$ cat config.mk
export PLATFORM = sky130hd
export DESIGN_NAME = bk_accum_stage
export DESIGN_NICKNAME = d
export VERILOG_FILES = /design/src/rtl/bk_accum_stage_pkg.sv /design/src/rtl/bk_accum_stage_bk_add.sv /design/src/rtl/bk_accum_stage.sv
export SDC_FILE = /design/constraint.sdc
export NUM_CORES = 1
export LEC_CHECK = 0
export ABC_AREA = 0
export CAP_MARGIN = 5
export CORE_MARGIN = 5
export CORE_UTILIZATION = 45
export DETAILED_ROUTE_END_ITERATION = 8
export GPL_TIMING_DRIVEN = 0
export PLACE_DENSITY = 0.75
export REMOVE_ABC_BUFFERS = 1
export SYNTH_ARGS = -nofsm -noshare
export SYNTH_HDL_FRONTEND = slang
export SYNTH_HIERARCHICAL = 1
export SYNTH_SLANG_ARGS = --single-unit
$ cat constraint.sdc
create_clock -name clk -period 2.96 [get_ports clk]
set_clock_uncertainty 0.2 [all_clocks]
set_input_delay 0.444 -clock clk [delete_from_list [all_inputs] [get_ports clk]]
set_output_delay 0.444 -clock clk [all_outputs]
set_load 0.01 [all_outputs]
$ cat src/rtl/bk_accum_stage_pkg.sv
// Shared types and constants for the Brent-Kung frame accumulator stage.
// Also holds the operand interleaving helper used to feed the adder.
package bk_accum_stage_pkg;

  localparam int DATA_W = 12;
  localparam logic [DATA_W-1:0] SAT_VAL = 12'hFFF;

  typedef enum logic [1:0] {
    ST_IDLE = 2'd0,
    ST_ACC  = 2'd1,
    ST_HOLD = 2'd2
  } state_t;

  // Adder operand bus layout: bit 2i = a[i], bit 2i+1 = b[i]
  function automatic logic [2*DATA_W-1:0] interleave(input logic [DATA_W-1:0] a,
                                                      input logic [DATA_W-1:0] b);
    logic [2*DATA_W-1:0] ab;
    ab = '0;
    for (int i = 0; i < DATA_W; i++) begin
      ab[2*i]   = a[i];
      ab[2*i+1] = b[i];
    end
    return ab;
  endfunction

endpackage

$ cat src/rtl/bk_accum_stage_bk_add.sv
// Combinational N-bit Brent-Kung prefix adder, carry-in 0.
// Operands arrive interleaved; sum[N] is the carry-out.
module bk_accum_stage_bk_add
  import bk_accum_stage_pkg::*;
#(
  parameter int N = DATA_W
) (
  input  logic [2*N-1:0] ab,
  output logic [N:0]     sum
);

  localparam int LV = $clog2(N);

  logic [N-1:0] hs;
  logic [N-1:0] g;
  logic [N-1:0] p;

  always_comb begin
    hs = '0;
    g  = '0;
    p  = '0;
    for (int i = 0; i < N; i++) begin
      g[i]  = ab[2*i] & ab[2*i+1];
      p[i]  = ab[2*i] ^ ab[2*i+1];
    end
    hs = p;
    // Up-sweep: build group generate/propagate on the power-of-two spine
    for (int l = 0; l < LV; l++) begin
      for (int i = 0; i < N; i++) begin
        int j;
        j = (i >= (1 << l)) ? i - (1 << l) : 0;
        if (((i + 1) % (2 << l)) == 0) begin
          g[i] = g[i] | (p[i] & g[j]);
          p[i] = p[i] & p[j];
        end
      end
    end
    // Down-sweep: fill in the remaining prefixes from completed spine nodes
    for (int l = LV - 1; l >= 0; l--) begin
      for (int i = 0; i < N; i++) begin
        int j;
        j = (i >= (1 << l)) ? i - (1 << l) : 0;
        if ((((i + 1) % (2 << l)) == (1 << l)) && (i >= (2 << l))) begin
          g[i] = g[i] | (p[i] & g[j]);
        end
      end
    end
  end

  assign sum = {g[N-1], hs ^ {g[N-2:0], 1'b0}};

endmodule

$ cat src/rtl/bk_accum_stage.sv
// Frame accumulator: sums 12-bit beats through a Brent-Kung adder, presents
// sum / sticky carry flag / beat count once the last beat of a frame lands.
module bk_accum_stage
  import bk_accum_stage_pkg::*;
#(
  parameter int SATURATE = 1,
  parameter int CNT_W    = 8
) (
  input  logic              clk,
  input  logic              rst_n,
  input  logic              in_valid,
  output logic              in_ready,
  input  logic [DATA_W-1:0] in_data,
  input  logic              in_last,
  output logic              out_valid,
  input  logic              out_ready,
  output logic [DATA_W-1:0] out_sum,
  output logic              out_ovf,
  output logic [CNT_W-1:0]  out_count
);

  localparam logic [CNT_W-1:0] CNT_ONE = CNT_W'(1);

  state_t              state;
  logic                rdy_p1;
  logic                vld_p1;
  logic [DATA_W-1:0]   acc_p1;
  logic                ovf_p1;
  logic [CNT_W-1:0]    cnt_p1;

  logic                beat_p0;
  logic [DATA_W-1:0]   opa_p0;
  logic [2*DATA_W-1:0] ab_p0;
  logic [DATA_W:0]     sum_p0;
  logic                carry_p0;

  function automatic logic [DATA_W-1:0] sat_acc(input logic [DATA_W:0] s);
    if ((SATURATE != 0) && s[DATA_W]) return SAT_VAL;
    return s[DATA_W-1:0];
  endfunction

  function automatic logic [CNT_W-1:0] cnt_inc(input logic [CNT_W-1:0] c);
    if (&c) return c;
    return c + CNT_ONE;
  endfunction

  // Stage p0: operand select and combinational add
  assign beat_p0  = in_valid & rdy_p1;
  assign opa_p0   = (state == ST_IDLE) ? '0 : acc_p1;
  assign ab_p0    = interleave(opa_p0, in_data);
  assign carry_p0 = sum_p0[DATA_W];

  bk_accum_stage_bk_add #(
    .N (DATA_W)
  ) u_add (
    .ab  (ab_p0),
    .sum (sum_p0)
  );

  // Stage p1: frame state and registered results
  always_ff @(posedge clk or negedge rst_n) begin
    if (!rst_n) begin
      state  <= ST_IDLE;
      rdy_p1 <= 1'b1;
      vld_p1 <= 1'b0;
      acc_p1 <= '0;
      ovf_p1 <= 1'b0;
      cnt_p1 <= '0;
    end else begin
      case (state)
        ST_IDLE: begin
          if (beat_p0) begin
            acc_p1 <= sat_acc(sum_p0);
            ovf_p1 <= 1'b0;
            cnt_p1 <= CNT_ONE;
            if (in_last) begin
              state  <= ST_HOLD;
              rdy_p1 <= 1'b0;
              vld_p1 <= 1'b1;
            end else begin
              state  <= ST_ACC;
            end
          end
        end
        ST_ACC: begin
          if (beat_p0) begin
            acc_p1 <= sat_acc(sum_p0);
            ovf_p1 <= ovf_p1 | carry_p0;
            cnt_p1 <= cnt_inc(cnt_p1);
            if (in_last) begin
              state  <= ST_HOLD;
              rdy_p1 <= 1'b0;
              vld_p1 <= 1'b1;
            end
          end
        end
        ST_HOLD: begin
          if (out_ready) begin
            state  <= ST_IDLE;
            rdy_p1 <= 1'b1;
            vld_p1 <= 1'b0;
          end
        end
        default: begin
          state  <= ST_IDLE;
          rdy_p1 <= 1'b1;
          vld_p1 <= 1'b0;
        end
      endcase
    end
  end

  assign in_ready  = rdy_p1;
  assign out_valid = vld_p1;
  assign out_sum   = acc_p1;
  assign out_ovf   = ovf_p1;
  assign out_count = cnt_p1;

endmodule

# Word level (Yosys, flattened, before mapping)
# Cells that the tools add are included.
# totals
in_bits	17
elab_cells	129
output_inout_bits	23
register_bits	25
# op_classes
n_mux	35
n_reduce_logical	8
addsub	1
eq_ne	9
n_bitwise	70
# ops
cell	count
2-to-1 mux 12 bit	6
AND 1 bit	38
2-to-1 mux 8 bit	3
case mux 12 bit (2 select lines)	1
bitwise OR 1 bit	19
case mux 8 bit (2 select lines)	1
2-to-1 mux 1 bit	15
XOR 1 bit	12
XOR 12 bit	1
2-to-1 mux 2 bit	5
adder 8 x 1 -> 8 bit (second input constant)	1
!= test 2 bit (second input constant)	4
AND reduction 4 bit	2
AND reduction 8 bit	1
case mux 1 bit (2 select lines)	3
case mux 2 bit (3 select lines)	1
AND reduction 3 bit	2
!= test 2 x 1 -> 1 bit (second input constant)	2
!= test 3 bit (second input constant)	1
== test 2 x 1 -> 1 bit (second input constant)	1
== test 2 bit (second input constant)	1
zero test 2 bit	1
nonzero test 2 bit	1
OR reduction 2 bit	1

# Depth between registers and ports, before layout
# depth
ltp_word	17
mapped_depth	12
ltp_nobuf	12

# Modules after synthesis
# The synthesis kept the hierarchy.
# by_module_without_submodules
mod	area_per_inst_um2	seq_area_each_um2	instances	cells_per_inst
bk_accum_stage	1260.0	626.9	1	131
bk_accum_stage_bk_add	471.7	0.0	1	52

# Worst setup path before layout
# OpenSTA, ideal clock, no wires.
# synth_timing
path_kind	register to register
startpoint	reg state[1]
endpoint	reg acc_p1[9], in the netlist out_sum[9]
required_time_ns	2.641
n_path_buf	1
path_slack_ns	-0.111
t_arrival_ns	2.753
synth_period_minus_slack_ns	3.071
stages_incl_launch_ff	12
setup_time_ns	0.119
cell_sequence	dfrtp_1 -> nor2_1 -> clkbuf_1 -> nor2b_1 -> fa_1 -> a211oi_2 -> nor3_2 -> or2_2 -> fa_1 -> xor2_1 -> o21ai_1 -> nand2_1
# synth_between
word_cells_on_any_way	71
classes_between	3 x eq/ne; 10 x mux; 55 x bitwise; 3 x reduce/logical
# synth_lines
item	line	rtl
from (decl)	bk_accum_stage.sv:24	state_t state;
from (signal assigned)	bk_accum_stage.sv:63	state <= ST_IDLE;
from (signal assigned)	bk_accum_stage.sv:77	state <= ST_HOLD;
from (signal assigned)	bk_accum_stage.sv:81	state <= ST_ACC;
zero test 2 bit (*)	bk_accum_stage.sv:49	assign opa_p0 = (state == ST_IDLE) ? '0 : acc_p1;
2-to-1 mux 12 bit (*)	bk_accum_stage.sv:49	
named net opa_p0[1]	bk_accum_stage.sv:32	logic [DATA_W-1:0] opa_p0;
XOR 1 bit	bk_accum_stage_bk_add.sv:24	p[i] = ab[2*i] ^ ab[2*i+1];
AND 1 bit	bk_accum_stage_bk_add.sv:33	g[i] = g[i] | (p[i] & g[j]);
bitwise OR 1 bit (*)	bk_accum_stage_bk_add.sv:33	
AND 1 bit (*)	bk_accum_stage_bk_add.sv:33	
bitwise OR 1 bit (*)	bk_accum_stage_bk_add.sv:33	
AND 1 bit (*)	bk_accum_stage_bk_add.sv:33	
bitwise OR 1 bit (*)	bk_accum_stage_bk_add.sv:33	
AND 1 bit (*)	bk_accum_stage_bk_add.sv:44	g[i] = g[i] | (p[i] & g[j]);
bitwise OR 1 bit (*)	bk_accum_stage_bk_add.sv:44	
XOR 12 bit (*)	bk_accum_stage_bk_add.sv:50	assign sum = {g[N-1], hs ^ {g[N-2:0], 1'b0}};
named net sum_p0[9]	bk_accum_stage.sv:34	logic [DATA_W:0] sum_p0;
2-to-1 mux 12 bit	bk_accum_stage.sv:39	return s[DATA_W-1:0];
2-to-1 mux 12 bit (on tied branches)	bk_accum_stage.sv:86, bk_accum_stage.sv:72	
case mux 12 bit (2 select lines) (*)	bk_accum_stage.sv:70	case (state)
to (signal assigned)	bk_accum_stage.sv:73	acc_p1 <= sat_acc(sum_p0);
to (signal assigned)	bk_accum_stage.sv:87	acc_p1 <= sat_acc(sum_p0);
to (decl)	bk_accum_stage.sv:27	logic [DATA_W-1:0] acc_p1;
# The timed path passes the listed nets; every way through them passes the cells marked *. The select of a mux whose other input is x is not followed.
# A chain may end at the register's enable or synchronous reset.

# Final worst setup path
# layout_timing
startpoint	in in_data[0]
endpoint	reg acc_p1[11], in the netlist out_sum[11]
# layout_between
elab_chain_len	15
word_cells_on_any_way	23
classes_between	9 x mux; 14 x bitwise
# layout_rtl
item	line	rtl
from (decl)	bk_accum_stage.sv:13	input logic [DATA_W-1:0] in_data,
AND 1 bit (*)	bk_accum_stage_bk_add.sv:23	g[i] = ab[2*i] & ab[2*i+1];
AND 1 bit (*)	bk_accum_stage_bk_add.sv:33	
bitwise OR 1 bit (*)	bk_accum_stage_bk_add.sv:33	
AND 1 bit (*)	bk_accum_stage_bk_add.sv:33	
bitwise OR 1 bit (*)	bk_accum_stage_bk_add.sv:33	
AND 1 bit (*)	bk_accum_stage_bk_add.sv:33	
bitwise OR 1 bit (*)	bk_accum_stage_bk_add.sv:33	
AND 1 bit (*)	bk_accum_stage_bk_add.sv:44	
bitwise OR 1 bit (*)	bk_accum_stage_bk_add.sv:44	
AND 1 bit (*)	bk_accum_stage_bk_add.sv:44	
bitwise OR 1 bit (*)	bk_accum_stage_bk_add.sv:44	
XOR 12 bit (*)	bk_accum_stage_bk_add.sv:50	
named net sum_p0[11]	bk_accum_stage.sv:34	
2-to-1 mux 12 bit	bk_accum_stage.sv:39	
2-to-1 mux 12 bit (on tied branches)	bk_accum_stage.sv:86, bk_accum_stage.sv:72	
case mux 12 bit (2 select lines) (*)	bk_accum_stage.sv:70	
# Marked as above.

==> flow_summary.yaml <==
run_status:
  status: "complete, no violations"
detailed_routing:
  vias_per_cell: 5.10
  drt_iter0_drc: 24
  first_pass_iters: 4
  vias: 1413
  drc: 0
  ant_nets: 0
  wl_per_cell_um: 13.6
  wl_um: 3780
cells_and_area:
  n_fill_cell: 343
  multi_input_area_um2: 1070
  drive_gt1_frac: 0.162
  seq_area_um2: 629
  syn_to_final_growth_pct: 32.9
  antenna_cells: 0
  fin_cells: 277
  num-nets-final: 265
pwr:
  p_leak_nw: 1.00
  clkPwrFrac: 0.334
  switchingPower_w: 0.000126
  peakVddDrop_mv: 0.254
  power.internal_w: 0.000465
  power_density_nw_per_um2: 257
  p_comb_frac: 0.089
  switching_share: 0.214
  seqPwrFrac: 0.577
logic_synthesis:
  synthFlopType: "dfrtp_1"
  ys_top_cells_by_count: "nand2_1, dfrtp_1, o21ai_1, ha_1, nor2b_1"
  yosys.area.top_type_share: 0.347
  synth_seq_cells: 25
  synthCells: 183
  syn_area_per_cell_um2: 9.46
  yosysMostFrequentCell: "nand2_1"
  synth_edf_count: 0
  yosysTopAreaCell: "dfrtp_1"
  synth_cell_types: 41
  synth_async_sr_flop_share: 1.00
  ys_top_cells_by_area: "dfrtp_1, ha_1, nand2_1, fa_1, nor2b_1"
  yosysWarnings: 6
  syn_area_um2: 1730
  synth.yosys.seq_area_share: 0.362
placed_design:
  post-place-ws_ps: -819
  gp_congestion: 0.800
  dp_cells: 264
  dp_hpwl_um: 2750
  port_buffers: 39
floorplanning:
  io_pins: 40
  rows: 22
  die_area_um2: 5190
  start_util: 0.469
  die_h_um: 72.0
  die_x_um: 72.0
  coreArea_um2: 3690
timing:
  relSlewSlack: 0.235
  fin_crit_sh: 1.00
  tightest_slew_ps: 1140
  slew_viol_final: 0
  final_hold_viol_count: 0
  setup_viol: 0
  fmax_mhz: 338
  rsz0062_at_grt: "true"
  layout_setup_ws_ps: 1.08
  min_period_ps: 2960
worst_setup_path:
  start_kind: "primary input"
  cp.arrival_ps: 2910
  critPathSlowestCell: "clkdlybuf4s50_1"
  worstPathRequired_ps: 2920
  critPathMaxStageDelay_ps: 430
  worst_setup_path_end_kind: "flop"
  crit_fanout: 3
  path_cells: "clkdlybuf4s50_1 -> ha_2 -> fa_2 -> a211oi_2 -> nor3_2 -> o211ai_2 -> nand2_1 -> fa_2 -> xor2_1 -> o21ai_1 -> nand2_1"
  crit_type: "in2reg"
clock_network:
  cts_buffers: 3
  htree_levels: 1
  clk_pin_slew_ps: 80
  cts-root-buf: "clkbuf_8"
  cts_hold_buf: 0
  clock-sinks: 25
  cts_tree: "yes"
  insertion_delay_ps: 260
  clock_path_buffers: 2
global_route:
  grt_max_degree: 26
  grt_pass1_vias: 1476
  track_usage: 0.156
  grt_first_pass_wirelength_um: 6540
  grt-ovfl-total: 0
  antenna_found_initial: 0
run:
  cap_violations: 0
worst_hold_path:
  hp-class: "reg2reg"
placed cells by master (no fill, tap or decap), types with 2 or more instances in the layout:
cell / netlist / layout
nor2_1: 9 / 8
fa_2: 0 / 3
nor3_1: 2 / 2
a22o_1: 3 / 3
dfrtp_2: 0 / 2
nor3_2: 2 / 2
a21oi_1: 8 / 7
ha_1: 12 / 11
o31ai_1: 2 / 2
and2_1: 2 / 2
nor2b_1: 12 / 12
o41ai_2: 2 / 2
xnor2_1: 3 / 3
inv_1: 10 / 10
nand2b_1: 2 / 2
nand3_1: 2 / 2
clkdlybuf4s50_1: 0 / 39
fa_1: 6 / 3
clkbuf_8: 0 / 3
buf_4: 1 / 9
o21ai_1: 14 / 14
nand2_1: 33 / 33
o21ai_0: 9 / 9
xor2_1: 2 / 2
dfrtp_1: 24 / 22
final cells by class:
cell class                      instances  share of cell area
Clock buffer                            4              0.0196
Inverter                               10              0.0163
Multi-Input combinational cell        142               0.465
Sequential cell                        25               0.274
Tap cell                               48              0.0261
Timing Repair Buffer                   48               0.199
through the flow:
stage	area [um2]	setup TNS [ps]	util	hold slack [ps]	power [W]
4_1_cts	2260	-31.8	0.613	305	0.000600
3_3_place_gp	2150	-7880	0.584	272	0.000399
3_5_place_dp	2150	-8160	0.584	284	0.000400
2_1_floorplan	1700	-1290	-	-51.6	0.000365
6_report	2300	0	0.624	297	0.000591
5_1_grt	2300	-95.1	0.624	337	0.000617
routing by layer:
layer  global-route usage  routed length (um)  vias to the layer above
met1                0.207                1780                      663
li1                     -                   -                      722
met5                    0                   0                        -
met3               0.0235                 145                        5
met4               0.0501                  50                        0
met2                0.261                1810                       23
worst max-delay path, delay by kind of cell:
kind,cells,cell delay [ps]
XOR/XNOR,1,160
buffers and inverters,1,430
AO/OA/AOI/OAI,3,660
AND/OR/NAND/NOR,3,270
adder cells (fa/ha/maj),3,940
registers in the layout, summed over array words and instances (netlist names):
signal and flops:
state 2, out_count 8, out_valid 1, in_ready 1, out_sum 12, out_ovf 1
final timing paths:
check / startpoint / to / slack, ps / depth (start not counted)
worst min register to register: out_sum[11] / out_sum[11] / 300 / 2
worst min-delay path: out_sum[11] / out_sum[11] / 300 / 2
worst max register to register: state[0] / out_sum[11] / 10 / 12
worst max-delay path: in_data[0] / out_sum[11] / 1 / 11
min in group asynchronous: rst_n / out_count[1] / 590 / 1
max in group asynchronous: rst_n / state[0] / 1220 / 1
power groups by stage:
stage,clock network [W],logic [W],registers [W]
after global routing,0.000216,0.0000594,0.000341
after detailed placement,0,0.0000517,0.000348
after global placement,0,0.0000514,0.000348
final,0.000197,0.0000527,0.000341
after CTS,0.000207,0.0000527,0.000341
after floorplan,0,0.0000164,0.000348
what timing repair did:
action                                  4_1_cts  5_1_grt
buffers inserted                              5        4
pin swaps                                     2        6
gates resized for setup                       6        4
endpoints found under the setup margin       13       13
cells by family after synthesis:
group,synth area share
flip-flops,0.362
XOR/XNOR,0.0253
adder cells (fa/ha/maj),0.156
AND/OR/NAND/NOR,0.204
AO/OA/AOI/OAI,0.207
multiplexers,0.00650
buffers and inverters,0.0383
Note: power is estimated with default switching activity, not from simulation.
